$ cat config.mk
export PLATFORM = sky130hd
export DESIGN_NAME = uart_tx_fifo
export DESIGN_NICKNAME = d
export VERILOG_FILES = /design/src/rtl/uart_tx_fifo.sv
export SDC_FILE = /design/constraint.sdc
export NUM_CORES = 1
export LEC_CHECK = 0
export ABC_AREA = 1
export BUFFER_PORTS_ARGS = -buffer_cell sky130_fd_sc_hd__buf_2
export CORE_MARGIN = 2
export CORE_UTILIZATION = 41
export CTS_BUF_LIST = sky130_fd_sc_hd__clkbuf_4
export DETAILED_ROUTE_END_ITERATION = 8
export PLACE_DENSITY_LB_ADDON = 0.1
export SLEW_MARGIN = 20
export SYNTH_ARGS = -nofsm -noshare
export SYNTH_HDL_FRONTEND = slang
export SYNTH_SLANG_ARGS = --single-unit
$ cat constraint.sdc
create_clock -name clk -period 2.9 [get_ports clk]
set_input_delay 0.29 -clock clk [delete_from_list [all_inputs] [get_ports clk]]
set_output_delay 0.29 -clock clk [all_outputs]
set_load 0.005 [all_outputs]
$ cat src/rtl/uart_tx_fifo.sv
// uart_tx_fifo: byte FIFO between the SoC UART data register and the UART
// transmitter. Software pushes bytes with one-cycle strobes; the block drains
// them one at a time through the transmitter's sendData/sendReq/ready handshake.
//
// Ports:
//   clk, resetn    clock, asynchronous active-low reset
//   push           one-cycle write strobe; push_data is the byte to enqueue
//   clr_overflow   clears the sticky overflow flag (an overflowing push wins)
//   full / empty   FIFO holds DEPTH bytes / holds nothing and nothing in flight
//   level          number of stored bytes, excluding the in-flight byte
//   overflow       sticky; set when a push arrives while full
//   tx_data        byte presented to the transmitter (holds last sent byte)
//   tx_send        one-cycle send request
//   tx_ready       transmitter idle indication
module uart_tx_fifo #(
  parameter int DEPTH       = 16,
  parameter int LEVEL_BITS  = $clog2(DEPTH) + 1,
  parameter int ACK_TIMEOUT = 4
) (
  input  logic                  clk,
  input  logic                  resetn,
  input  logic                  push,
  input  logic [7:0]            push_data,
  input  logic                  clr_overflow,
  output logic                  full,
  output logic                  empty,
  output logic [LEVEL_BITS-1:0] level,
  output logic                  overflow,
  output logic [7:0]            tx_data,
  output logic                  tx_send,
  input  logic                  tx_ready
);

  localparam int PTR_W = $clog2(DEPTH);
  localparam int TMR_W = $clog2(ACK_TIMEOUT + 1);

  typedef enum logic [1:0] {IDLE, SEND, WAIT_LOW, WAIT_HIGH} state_e;

  state_e                state_q, state_d;
  logic [TMR_W-1:0]      timer_q, timer_d;
  logic [PTR_W-1:0]      wr_ptr_q, wr_ptr_d;
  logic [PTR_W-1:0]      rd_ptr_q, rd_ptr_d;
  logic [LEVEL_BITS-1:0] count_q, count_d;
  logic                  overflow_q, overflow_d;
  logic [7:0]            tx_data_q, tx_data_d;
  logic [7:0]            mem_q [DEPTH];

  logic push_acc;
  logic pop;

  // full comes from the registered count, so a push arriving while full is
  // dropped even when a pop frees a slot on the same edge.
  assign full     = (count_q == LEVEL_BITS'(DEPTH));
  assign push_acc = push && !full;
  assign pop      = (state_q == IDLE) && (count_q != '0) && tx_ready;

  // State and control registers
  always_ff @(posedge clk or negedge resetn) begin
    if (!resetn) begin
      state_q    <= IDLE;
      timer_q    <= '0;
      wr_ptr_q   <= '0;
      rd_ptr_q   <= '0;
      count_q    <= '0;
      overflow_q <= 1'b0;
      tx_data_q  <= 8'h00;
    end else begin
      state_q    <= state_d;
      timer_q    <= timer_d;
      wr_ptr_q   <= wr_ptr_d;
      rd_ptr_q   <= rd_ptr_d;
      count_q    <= count_d;
      overflow_q <= overflow_d;
      tx_data_q  <= tx_data_d;
    end
  end

  // Storage array carries no reset; only entries between the pointers are valid.
  always_ff @(posedge clk) begin
    if (push_acc) begin
      mem_q[wr_ptr_q] <= push_data;
    end
  end

  // Next-state logic for the drain FSM and its acceptance timer
  always_comb begin
    state_d = state_q;
    timer_d = timer_q;
    unique case (state_q)
      IDLE: begin
        if (pop) begin
          state_d = SEND;
        end
      end
      SEND: begin
        state_d = WAIT_LOW;
        timer_d = TMR_W'(ACK_TIMEOUT);
      end
      WAIT_LOW: begin
        // A transmitter that never drops ready is assumed to have taken the
        // byte once the timer runs out.
        if (!tx_ready) begin
          state_d = WAIT_HIGH;
        end else if (timer_q <= TMR_W'(1)) begin
          timer_d = '0;
          state_d = IDLE;
        end else begin
          timer_d = timer_q - TMR_W'(1);
        end
      end
      WAIT_HIGH: begin
        if (tx_ready) begin
          state_d = IDLE;
        end
      end
      default: state_d = IDLE;
    endcase
  end

  // Next-state logic for pointers, count, overflow and the output byte
  always_comb begin
    wr_ptr_d   = wr_ptr_q;
    rd_ptr_d   = rd_ptr_q;
    count_d    = count_q;
    overflow_d = overflow_q;
    tx_data_d  = tx_data_q;

    if (push_acc) begin
      wr_ptr_d = wr_ptr_q + PTR_W'(1);
    end
    if (pop) begin
      rd_ptr_d  = rd_ptr_q + PTR_W'(1);
      tx_data_d = mem_q[rd_ptr_q];
    end

    unique case ({push_acc, pop})
      2'b10:   count_d = count_q + LEVEL_BITS'(1);
      2'b01:   count_d = count_q - LEVEL_BITS'(1);
      default: count_d = count_q;
    endcase

    // Set has priority over clear.
    if (push && full) begin
      overflow_d = 1'b1;
    end else if (clr_overflow) begin
      overflow_d = 1'b0;
    end
  end

  // Outputs
  always_comb begin
    tx_send  = (state_q == SEND);
    tx_data  = tx_data_q;
    level    = count_q;
    overflow = overflow_q;
    empty    = (count_q == '0) && (state_q == IDLE);
  end

endmodule
## Yosys cells after proc, flatten, opt, wreduce, memory -nomap -nowiden

Memory sizes are Yosys's and may differ from the RTL's. A register that Yosys moved wholly into a read port is not among the register bits.
Cells that the tools add are included.

- Add/sub/neg operators: 5
- Reductions and logical operators: 15
- Multiplexer cells: 13
- Equal/unequal tests: 10
- Order comparisons: 1

Operators by type and width:

| cell | count |
|---|---|
| 5-bit one-hot mux with 2 select lines | 1 |
| 4-bit by 1-bit adder with 4-bit output (second input constant) | 2 |
| 2-bit two-way mux | 4 |
| 2-bit one-hot mux with 4 select lines | 1 |
| 2-bit == test (second input constant) | 3 |
| 3-bit two-way mux | 2 |
| 2-bit != test (second input constant) | 3 |
| 3-bit one-hot mux with 2 select lines | 1 |
| 2-bit nonzero test | 3 |
| 5-bit by 1-bit adder with 5-bit output (second input constant) | 1 |
| 5-bit == test (second input constant) | 1 |
| 1-bit logical AND | 5 |
| 5-bit zero test | 1 |
| 5-bit nonzero test | 1 |
| 5-bit by 1-bit subtractor with 5-bit output (second input constant) | 1 |
| 2-bit by 1-bit == test with 1-bit output (second input constant) | 2 |
| 1-bit two-way mux | 4 |
| 3-bit by 1-bit <= comparator with 1-bit output (second input constant) | 1 |
| 3-bit != test (second input constant) | 1 |
| 3-bit AND reduction | 1 |
| 3-bit by 1-bit subtractor with 3-bit output (second input constant) | 1 |
| 1-bit zero test | 2 |
| 2-bit zero test | 1 |
| 2-bit AND reduction | 1 |

- Bits in registers: 19
- Memories: 1
- Memory bits (writable): 128

Memories:

| memory | depth | width | rd ports | clocked after memory_dff | write ports | line | text |
|---|---|---|---|---|---|---|---|
| mem_q | 16 | 8 | 1 | 1 | 1 | 46 | `logic [7:0] mem_q [DEPTH];` |

## Logic depth before layout (Yosys ltp)

- Depth in word-level cells: 5
- Mapped depth: 17
- Mapped depth without buffers: 15

## Least setup slack after synthesis

No wires, ideal clock.

- Path kind: register -> register
- Start: register count_q[3], in the netlist level[3]
- End: register count_q[4], in the netlist level[4]
- Slack: 602 ps
- Data arrival time: 2181 ps
- Stages on the path, launching flop included: 18
- Path buffers: 2
- Library setup time: 117 ps
- Data required time: 2783 ps
- Clock period less this slack: 2298 ps
- Cells stage by stage: dfrtp_1 nor2_2 nand4_2 nand3_4 inv_2 buf_4 ha_1 clkbuf_2 xor2_1 ha_1 a21oi_1 nor2_1 nand2_1 nand2_1 nand2_1 nand2_1 nand2_1 nand2_1

- Longest elaborated chain between the ends: 5

RTL lines:

| element | line | text |
|---|---|---|
| from (decl) | 43 | `logic [LEVEL_BITS-1:0] count_q, count_d;` |
| from (signal assigned) | 72 | `count_q <= count_d;` |
| 5-bit nonzero test (*) | 55 | `assign pop = (state_q == IDLE) && (count_q != '0) && tx_ready;` |
| 1-bit logical AND (*) (2 in a row) | 55 |  |
| via pop | 49 | `logic pop;` |
| 2-bit by 1-bit == test with 1-bit output or 2-bit == test (tied branches) | 136 | `unique case ({push_acc, pop})` |
| 5-bit one-hot mux with 2 select lines or 2-bit nonzero test (tied branches) | -- |  |

Mark *: on every way through the listed nets, which the timed path passes. The rest lies on a longest branch.
A chain may end at the register's enable or synchronous reset.

## Worst setup path after layout

- Start: register count_q[0], in the netlist level[0]
- End: register count_q[4], in the netlist level[4]

- Longest elaborated chain between the ends: 5

RTL lines:

| element | line |
|---|---|
| 5-bit == test or 5-bit nonzero test (tied branches) | 53, 55 |
| 1-bit zero test or 1-bit logical AND (tied branches) | 54, 55 |
| 1-bit logical AND (on tied branches) | 54, 55 |
| 2-bit by 1-bit == test with 1-bit output or 2-bit == test (tied branches) | 136 |
| 5-bit one-hot mux with 2 select lines or 2-bit nonzero test (tied branches) | -- |

Parallel ways exist; a longest one is shown, timed or not.

==> flow_metrics.env <==
export IMPL_status="complete, no violations"
export IMPL_cts_sinks=155
export IMPL_crit_fanout=16
export IMPL_core_mm2=0.01670
export IMPL_avgRoutedWirePerCell_um=16.17
export IMPL_fp_dieH_um=135.0
export IMPL_yosys_top_cells_area="edfxtp_1 55%, nand2_1 12%, dfrtp_1 9.6%"
export IMPL_diodes=0
export IMPL_area_growth_pct=8.886
export IMPL_grt_pass1_wl_um=25160
export IMPL_synth_top_area_share=0.5459
export IMPL_grt_pass1_vias=4426
export IMPL_start_util=0.4216
export IMPL_reg2reg_from="level[0]"
export IMPL_leakage_uw=0.003444
export IMPL_wl_um=15810
export IMPL_ys_flop_type="edfxtp_1"
export IMPL_slew_headroom=0.5034
export IMPL_end_kind="flip-flop"
export IMPL_ys_ff_latch=155
export IMPL_synth_cell_area_mm2=0.007041
export IMPL_setup_worst_path_start="level[0]"
export IMPL_crit_chain="nor2_2 -> nand4_1 -> nand2_2 -> ha_1 -> xor2_1 -> ha_1 -> a21oi_1 -> nor2_1 -> nand2_1 -> nand3_1 -> nand2_1 -> nand2_1 -> nand2_1"
export IMPL_synth_top_area_cell="edfxtp_1"
export IMPL_fp_dieArea_mm2=0.01824
export IMPL_min_period_ns=2.586
export IMPL_finalCritPeriodShare=0.8916
export IMPL_p_total_uw=6838
export IMPL_worstSetupStartpointType="flip-flop"
export IMPL_cp_required_ns=3.34
export IMPL_async_flop_share=0.1742
export IMPL_drt_antenna_violating_nets=0
export IMPL_worst_pin_slew_ns=0.7448
export IMPL_drt_initial_drc_count=423
export IMPL_crit_path_frequent_cell="nand2_1"
export IMPL_io_pins=30
export IMPL_drtPass1Iterations=5
export IMPL_cts_buffer_depth=2
export IMPL_netlist_instances=706
export IMPL_die_w_um=135.0
export IMPL_cts_tree="yes"
export IMPL_setup_viol=0
export IMPL_cp_slowest_cell="dfrtp_1"
export IMPL_rows=47
export IMPL_hold_class="in2reg"
export IMPL_io_buffers=29
export IMPL_min_from="tx_ready"
export IMPL_grt_antenna_before_repair=0
export IMPL_ir_drop_uv=392.5
export IMPL_dp_hpwl_um=10200
export IMPL_vias_per_cell=4.761
export IMPL_yosys_warnings=0
export IMPL_drive_gt1_frac=0.1174
export IMPL_clkTransAtPathRegs_ns=0.13
export IMPL_syn_area_per_cell_um2=9.972
export IMPL_finalMaxSlewViolations=0
export IMPL_cts_buffers=17
export IMPL_rsz0062_at_grt="false"
export IMPL_p_per_area_mw_per_mm2=892.0
export IMPL_hold_viol=0
export IMPL_slowest_delay_ns=0.48
export IMPL_root_buffer="clkbuf_4"
export IMPL_track_usage=0.1855
export IMPL_clk_insertion_delay_late_ns=0.54
export IMPL_routabilityCongestion=0.8265
export IMPL_nets=768
export IMPL_grt_start_max_net_pins=66
export IMPL_synth_edf_count=128
export IMPL_max_freq_ghz=0.3868
export IMPL_crit_arrival_ns=3.02
export IMPL_vias=4656
export IMPL_max_cap_violations=0
export IMPL_synth_distinct_cells=27
export IMPL_skew_ns=0.01660
export IMPL_postCtsSetupRepairBufs=0
export IMPL_h_tree_depth=4
export IMPL_route_detailed_drc=0
export IMPL_syn_nets=729
export IMPL_crit_type="reg2reg"
export IMPL_hold_ws_ns=0.09983
export IMPL_post_cts_resize_count=0
export IMPL_overflow=0
export IMPL_setup_tns_final_ns=0
export IMPL_ys_seq_area_frac=0.6419
Yosys cell counts (2+ instances only):
cell type	count
ha_1	10
buf_2	14
nand3_1	103
a21oi_1	3
edfxtp_1	128
inv_2	6
dfrtp_1	27
nand2_2	2
nand3b_1	2
nor3_1	13
nor2_1	13
inv_1	121
buf_4	3
buf_6	10
xnor2_1	2
xor2_1	8
nand2_1	223
o21ai_0	9
layout by cell type (no fill, tap or decap), types with 9 or more instances in the layout:
cell	Yosys	layout
nand2_1	223	223
edfxtp_1	128	128
inv_1	121	121
nand3_1	103	103
buf_2	14	29
dfrtp_1	27	26
clkbuf_4	0	20
buf_4	3	15
nor2_1	13	13
nor3_1	13	13
ha_1	10	10
o21ai_0	9	9
report_power, final:
part,switching [µW],leakage [µW],internal (µW)
logic,1830,0.00183,838
clock network,745,0.000132,446
registers,219,0.00148,2760
total,2800,0.00344,4040
per-layer routing:
layer | up-vias | global-route usage | share of wire
li1 | 2348 | - | -
met1 | 2197 | 0.2658 | 0.49
met2 | 93 | 0.2831 | 0.46
met3 | 18 | 0.04354 | 0.032
met4 | 0 | 0.05440 | 0.018
met5 | - | 0 | 0
critical path, delay by kind of cell, from the launching register on:
family / cells / cell delay (ns)
XOR/XNOR: 1 / 0.26
flip-flops: 1 / 0.48
AND/OR/NAND/NOR: 9 / 1.10
adder cells (fa/ha/maj): 2 / 0.58
AO/OA/AOI/OAI: 1 / 0.07
state kept, by name, summed over array words and instances (netlist names):
signal    count
state_q       2
mem_q       128
timer_q       3
tx_data       8
wr_ptr_q      4
level         5
overflow      1
rd_ptr_q      4
logic make-up (layout without fill, tap and decap cells):
group / count (synthesis) / after routing / synth area share
AND/OR/NAND/NOR: 360 / 360 / 0.2182
flip-flops: 155 / 155 / 0.6419
adder cells (fa/ha/maj): 10 / 10 / 0.01777
XOR/XNOR: 10 / 10 / 0.01244
AO/OA/AOI/OAI: 15 / 15 / 0.01155
buffers and inverters: 156 / 208 / 0.09810
stage by stage:
stage          worst slack (ns)  cell area [µm²]    util  std cells
2_1_floorplan            0.6022             7041       -        706
3_3_place_gp             0.5596             7385  0.4422        943
3_5_place_dp             0.3925             7385  0.4422        943
4_1_cts                  0.3626             7666  0.4590        978
5_1_grt                 0.01316             7666  0.4590        978
6_report                 0.3145             7666  0.4590        978
repair_timing:
item / 4_1_cts / 5_1_grt
hold buffers: 3 / 0
setup endpoints to repair: 0 / 0
hold endpoints to repair: 28 / 0
area by class of cell:
type	count	area, µm²
multi-input cells	395	1831
flip-flops and latches	155	4521
inverters	128	480.5
fillers	1578	9035
well taps	220	275.3
clock buffers	20	150.1
clock inverters	12	101.3
repair buffers	48	307.8
path summary, 6_finish.rpt:
path,slack (ns),to,cells past startpoint
min reg2reg,0.50,tx_data[4],2
max,0.31,level[4],13
max in group asynchronous,2.14,rd_ptr_q[0],2
min,0.1,state_q[0],4
min in group asynchronous,0.31,timer_q[2],2
max reg2reg,0.31,level[4],13
Note: power is estimated with default switching activity, not from simulation.
